### config.mk
export PLATFORM = sky130hd
export DESIGN_NAME = bootrom_arbiter
export DESIGN_NICKNAME = d
export VERILOG_FILES = /design/src/rtl/bootrom_arbiter.sv
export SDC_FILE = /design/constraint.sdc
export NUM_CORES = 1
export LEC_CHECK = 0
export BUFFER_PORTS_ARGS = -buffer_cell sky130_fd_sc_hd__clkbuf_2
export CORE_MARGIN = 10
export CORE_UTILIZATION = 29
export CTS_CLUSTER_DIAMETER = 120
export DETAILED_ROUTE_END_ITERATION = 12
export HOLD_SLACK_MARGIN = 0.02
export PLACE_DENSITY = 0.83
export SYNTH_ARGS = -nofsm -noshare
export SYNTH_HDL_FRONTEND = slang
export SYNTH_SLANG_ARGS = --single-unit
### constraint.sdc
create_clock -name CLK -period 1.7 [get_ports CLK]
set_clock_uncertainty 0.05 [all_clocks]
set_input_delay 0.255 -clock CLK [delete_from_list [all_inputs] [get_ports CLK]]
set_output_delay 0.255 -clock CLK [all_outputs]
set_load 0.01 [all_outputs]
### src/rtl/bootrom_arbiter.sv
// bootrom_arbiter: shares one synchronous boot ROM port between two read requesters.
// Round-robin with a bounded burst allowance; read data returns one cycle after grant.
module bootrom_arbiter #(
    parameter int AW        = 8,
    parameter int DW        = 32,
    parameter int BURST_MAX = 4
) (
    input  logic          CLK,
    input  logic          RESETn,
    input  logic          R0_REQ,
    input  logic          R1_REQ,
    input  logic [AW-1:0] R0_ADDR,
    input  logic [AW-1:0] R1_ADDR,
    output logic          R0_GNT,
    output logic          R1_GNT,
    output logic          R0_RVALID,
    output logic          R1_RVALID,
    output logic [DW-1:0] R0_RDATA,
    output logic [DW-1:0] R1_RDATA,
    output logic          ROM_EN,
    output logic [AW-1:0] ROM_ADDR,
    input  logic [DW-1:0] ROM_RDATA
);
    logic       r_owner;
    logic [3:0] r_count;
    logic       r_rsp_valid;
    logic       r_rsp_id;
    logic       w_keep;
    logic       w_pick0;

    // Under contention port 0 wins when it owns and has allowance left, or when port 1 has used its run up.
    assign w_keep  = r_count < 4'(BURST_MAX);
    assign w_pick0 = ~R1_REQ | (r_owner == ~w_keep);
    assign R0_GNT  = RESETn & R0_REQ & w_pick0;
    assign R1_GNT  = RESETn & R1_REQ & ~R0_GNT;
    assign ROM_EN  = R0_GNT | R1_GNT;
    assign ROM_ADDR = R1_GNT ? R1_ADDR : (R0_GNT ? R0_ADDR : '0);

    assign R0_RVALID = r_rsp_valid & ~r_rsp_id;
    assign R1_RVALID = r_rsp_valid & r_rsp_id;
    assign R0_RDATA  = ROM_RDATA;
    assign R1_RDATA  = ROM_RDATA;

    always_ff @(posedge CLK or negedge RESETn) begin
        if (!RESETn) begin
            r_owner     <= 1'b0;
            r_count     <= 4'd0;
            r_rsp_valid <= 1'b0;
            r_rsp_id    <= 1'b0;
        end else begin
            r_rsp_valid <= ROM_EN;
            r_rsp_id    <= R1_GNT;
            if (!ROM_EN)
                r_count <= 4'd0;
            else if (R1_GNT == r_owner)
                r_count <= (r_count == 4'hF) ? r_count : r_count + 4'd1;
            else begin
                r_owner <= R1_GNT;
                r_count <= 4'd1;
            end
        end
    end
endmodule

Word-level counts from Yosys, hierarchy flattened
Cells that the tools add are included.
{"block": "totals", "ff_bits": 7, "in_bits": 52}
{"block": "classes", "add_sub_neg": 1, "bitwise": 13, "eq_ne": 4, "reduce_logical": 1, "n_lt_le_gt_ge": 1, "muxes": 5}
{"cell": "8-bit two-way mux", "n": 2}
{"cell": "4-bit two-way mux", "n": 3}
{"cell": "1-bit bitwise AND", "n": 6}
{"cell": "1-bit inverter", "n": 5}
{"cell": "4-bit by 1-bit adder with 4-bit output, second input constant", "n": 1}
{"cell": "4-bit == test, second input constant", "n": 1}
{"cell": "4-bit by 3-bit < comparator with 1-bit output, second input constant", "n": 1}
{"cell": "3-bit != test, second input constant", "n": 1}
{"cell": "1-bit == test", "n": 2}
{"cell": "1-bit bitwise OR", "n": 2}
{"cell": "2-bit AND reduction", "n": 1}

Logic depth before layout (Yosys ltp)
{"block": "depth", "depth_word": 10, "mapped_depth": 5}

Worst setup path after synthesis
No wires, ideal clock.
{"block": "synth_path", "path_type": "register to output", "start": "register r_count[2]", "end": "output port ROM_ADDR[0]", "path_slack_ns": -0.063, "path_buffers": 2, "t_arrival_ns": 1.458, "stages_incl_launch_ff": 6, "cell_sequence": "dfrtp_1 buf_6 or3_4 a21bo_1 buf_6 a32o_1"}
{"block": "synth_between", "elab_chain_cells": 8, "word_cells_on_any_way": 9}
{"item": "start, declared", "line": "25", "text": "logic [3:0] r_count;"}
{"item": "start signal, assigned", "line": "56", "text": "r_count <= (r_count == 4'hF) ? r_count : r_count + 4'd1;"}
{"item": "4-bit by 3-bit < comparator with 1-bit output *", "line": "32", "text": "assign w_keep = r_count < 4'(BURST_MAX);"}
{"item": "1-bit inverter *", "line": "33", "text": "assign w_pick0 = ~R1_REQ | (r_owner == ~w_keep);"}
{"item": "1-bit == test *", "line": "33"}
{"item": "1-bit bitwise OR *", "line": "33"}
{"item": "1-bit bitwise AND *", "line": "34", "text": "assign R0_GNT = RESETn & R0_REQ & w_pick0;"}
{"item": "1-bit inverter", "line": "35", "text": "assign R1_GNT = RESETn & R1_REQ & ~R0_GNT;"}
{"item": "1-bit bitwise AND", "line": "35"}
{"item": "8-bit two-way mux *", "line": "37", "text": "assign ROM_ADDR = R1_GNT ? R1_ADDR : (R0_GNT ? R0_ADDR : '0);"}
{"item": "end, declared", "line": "21", "text": "output logic [AW-1:0] ROM_ADDR,"}
Every way passes the cells marked *; elsewhere a longest branch is shown, timed or not.

Final worst setup path
{"block": "layout_path", "start": "register r_count[3]", "end": "output port ROM_ADDR[7]"}
The elaborated chain is that of the path after synthesis.

==> summary.txt <==
global-route wire length before repair -> 2.95 mm
largest net degree at the start of global routing -> 11
vias in the first global route -> 638
initial antenna violation count -> 0
Crit Reg-Reg Endpoint -> r_rsp_id
DR DRC count -> 0
top-count cell post-synth -> buf_4
Final setup viols -> 10
CTS buffer count -> 3
PortBufs -> 32
Max-slew headroom -> 75.9%
die height -> 78.9 um
mapped cell area -> 1000 sq um
reg2reg setup slack -> 0.27 ns
Synth top area share -> 47.8%
power per cell area -> 593 nW/um^2
crit-path max FO -> 5
Worst Tran Pin Value -> 0.362 ns
static leakage -> 0.439 nW
nets@finish -> 148
layout cells sized above 1 -> 58.5%
count of cell types in the netlist -> 27
Mean Syn Cell Area -> 8.59 sq um
crit start category -> flip-flop
Post-synth ARST share -> 100%
fin crit period -> 1.98 ns
syn nets -> 170
Sinks on Clock Net -> 7
CTS tree -> built
Hold Fails Final Rpt -> 0
Crit Path Category -> reg -> out
drt pass-1 iters -> 4
GRT Residual Overflow -> 0
WL final -> 2.07 mm
pre-CTS WS -> -0.0597 ns
part of the cycle the worst path needs -> 117%
CP Capture Type -> primary output
Setup Buffers After CTS -> 0
die width -> 78.9 um
Layout area overhead -> -16.2%
peak supply drop -> 0.145 mV
clock buffer depth -> 2
dpl hpwl -> 1.52 mm
Core Area -> 3340 sq um
Vias/cell -> 4.42
Avg WL per Cell -> 14.8 um
Fmax -> 0.504 GHz
top cells by area, synth -> buf_4 48%, dfrtp_1 17%, a32o_1 8.0%, buf_6 2.2%, a31oi_4 2.1%
n_diodes -> 0
Vias -> 619
row count -> 21
Gate Count Post-Synth -> 117
DRT antenna net count -> 0
setup TNS -> -2.59 ns
Routability Congestion -> 0.731
Total Routing Usage GR -> 5.98%
Root Buffer Master -> clkbuf_4
Critical Path RT -> 1.39 ns
Final WS setup -> -0.285 ns
Worst R2R Start -> r_count[3]
Skew-Pair Late Insertion Delay -> 0.25 ns
status -> complete, but fails checks
Final Slew Violations -> 0
Iter 0 DRT Violations -> 51
I/O Pins -> 129
DIE AREA -> 6220 sq um
H-tree depth -> 1
CP Data Arrival Time -> 1.68 ns
main flop type after synthesis -> dfrtp_1
initial core utilization -> 30.1%
clock-pin slew on the worst setup and hold paths -> 0.05 ns
min-delay worst type -> in -> async
Synthesis Warnings -> 0
largest area contributor in the netlist -> buf_4
top cells by count, synth -> 64 x buf_4, 8 x a32o_1, 7 x dfrtp_1
Seq/Total Area, Yosys -> 17.4%
post-route non-filler standard cell count -> 140
maxcap violations -> 0
placed cells -> 132
Fill cells -> 370
failing checks -> setup timing
FF+latch count, synth -> 7
RSZ-0062 raised after global routing -> yes
Post-synth EDFFs -> 0
Tot Pwr -> 0.499 mW
R2R depth -> 3
-- state kept, by name, summed over array words and instances, names as in the netlist --
signal and cells:
r_count 4, r_owner 1, r_rsp_id 1, r_rsp_valid 1
-- per-layer routing --
metal	GRT usage, %	wire, um	share of wire, %	vias up
met2	10.7	1110	54	10
met3	2.59	159	7.7	18
li1	-	-	-	296
met5	0	0	0	-
met4	6.81	95	4.6	0
met1	4.38	706	34	295
-- what timing repair did --
item | CTS | global route
hold endpoints to repair | 7 | 3
resized for setup | 2 | 3
hold buffers | 1 | 1
cloned | 0 | 2
pin swaps | 1 | 3
setup endpoints to repair | 10 | 11
-- worst max-delay path by stage --
stage,start,end,slack [ns],cells past startpoint
2_1_floorplan,r_owner,ROM_ADDR[0],0.02,4
3_3_place_gp,r_owner,ROM_ADDR[4],-0.02,4
3_5_place_dp,r_owner,ROM_ADDR[7],-0.06,4
4_1_cts,r_owner,ROM_ADDR[7],-0.29,4
5_1_grt,r_count[3],ROM_ADDR[7],-0.34,4
6_report,r_count[3],ROM_ADDR[7],-0.28,4
-- stage by stage --
step	utilization, %	hold slack [ns]	area, sq um
6_report	25.2	0.117	842
5_1_grt	25.2	0.140	842
4_1_cts	24.0	0.335	801
3_5_place_dp	22.7	0.0333	758
3_3_place_gp	22.7	0.0306	758
2_1_floorplan	-	-0.0906	1010
-- worst max-delay path, stage by stage (launching register included) --
cell      delay (ns)
dfrtp_1         0.37
or3_4           0.43
a21bo_4         0.26
a32o_2          0.25
clkbuf_2        0.13
-- area by class of cell --
type	count	area, sq um	area share, %
clock buffers	4	26.3	3.12
multi-input cells	44	357	42.3
well taps	46	57.6	6.84
repair buffers	39	226	26.9
flip-flops and latches	7	175	20.8
-- cell usage in the layout (no fill, tap or decap), types with 2 or more instances in the layout --
cell type / instances
nor3_1: 3
nor2_1: 5
and2_1: 2
a32o_2: 8
a31oi_1: 2
nand2_1: 3
mux2i_1: 2
o21a_1: 2
buf_4: 5
clkbuf_4: 3
nand3_1: 2
clkbuf_2: 31
dfrtp_1: 7
-- report_power, final --
| group | leakage (nW) | switching, mW | internal, mW |
|---|---|---|---|
| registers | 0.0928 | 0.00693 | 0.176 |
| clock network | 0.0150 | 0.0592 | 0.0894 |
| logic | 0.332 | 0.0821 | 0.0853 |
| total | 0.439 | 0.148 | 0.351 |
-- cells by family after synthesis --
family | after synthesis | synth area share, %
simple gates | 20 | 10.8
xor+xnor | 1 | 0.872
mux | 3 | 3.11
buf+inv | 68 | 50.9
fa+ha+maj | 1 | 1.25
compound gates | 17 | 15.6
flops | 7 | 17.4
Power figures use the tool's default switching activity.
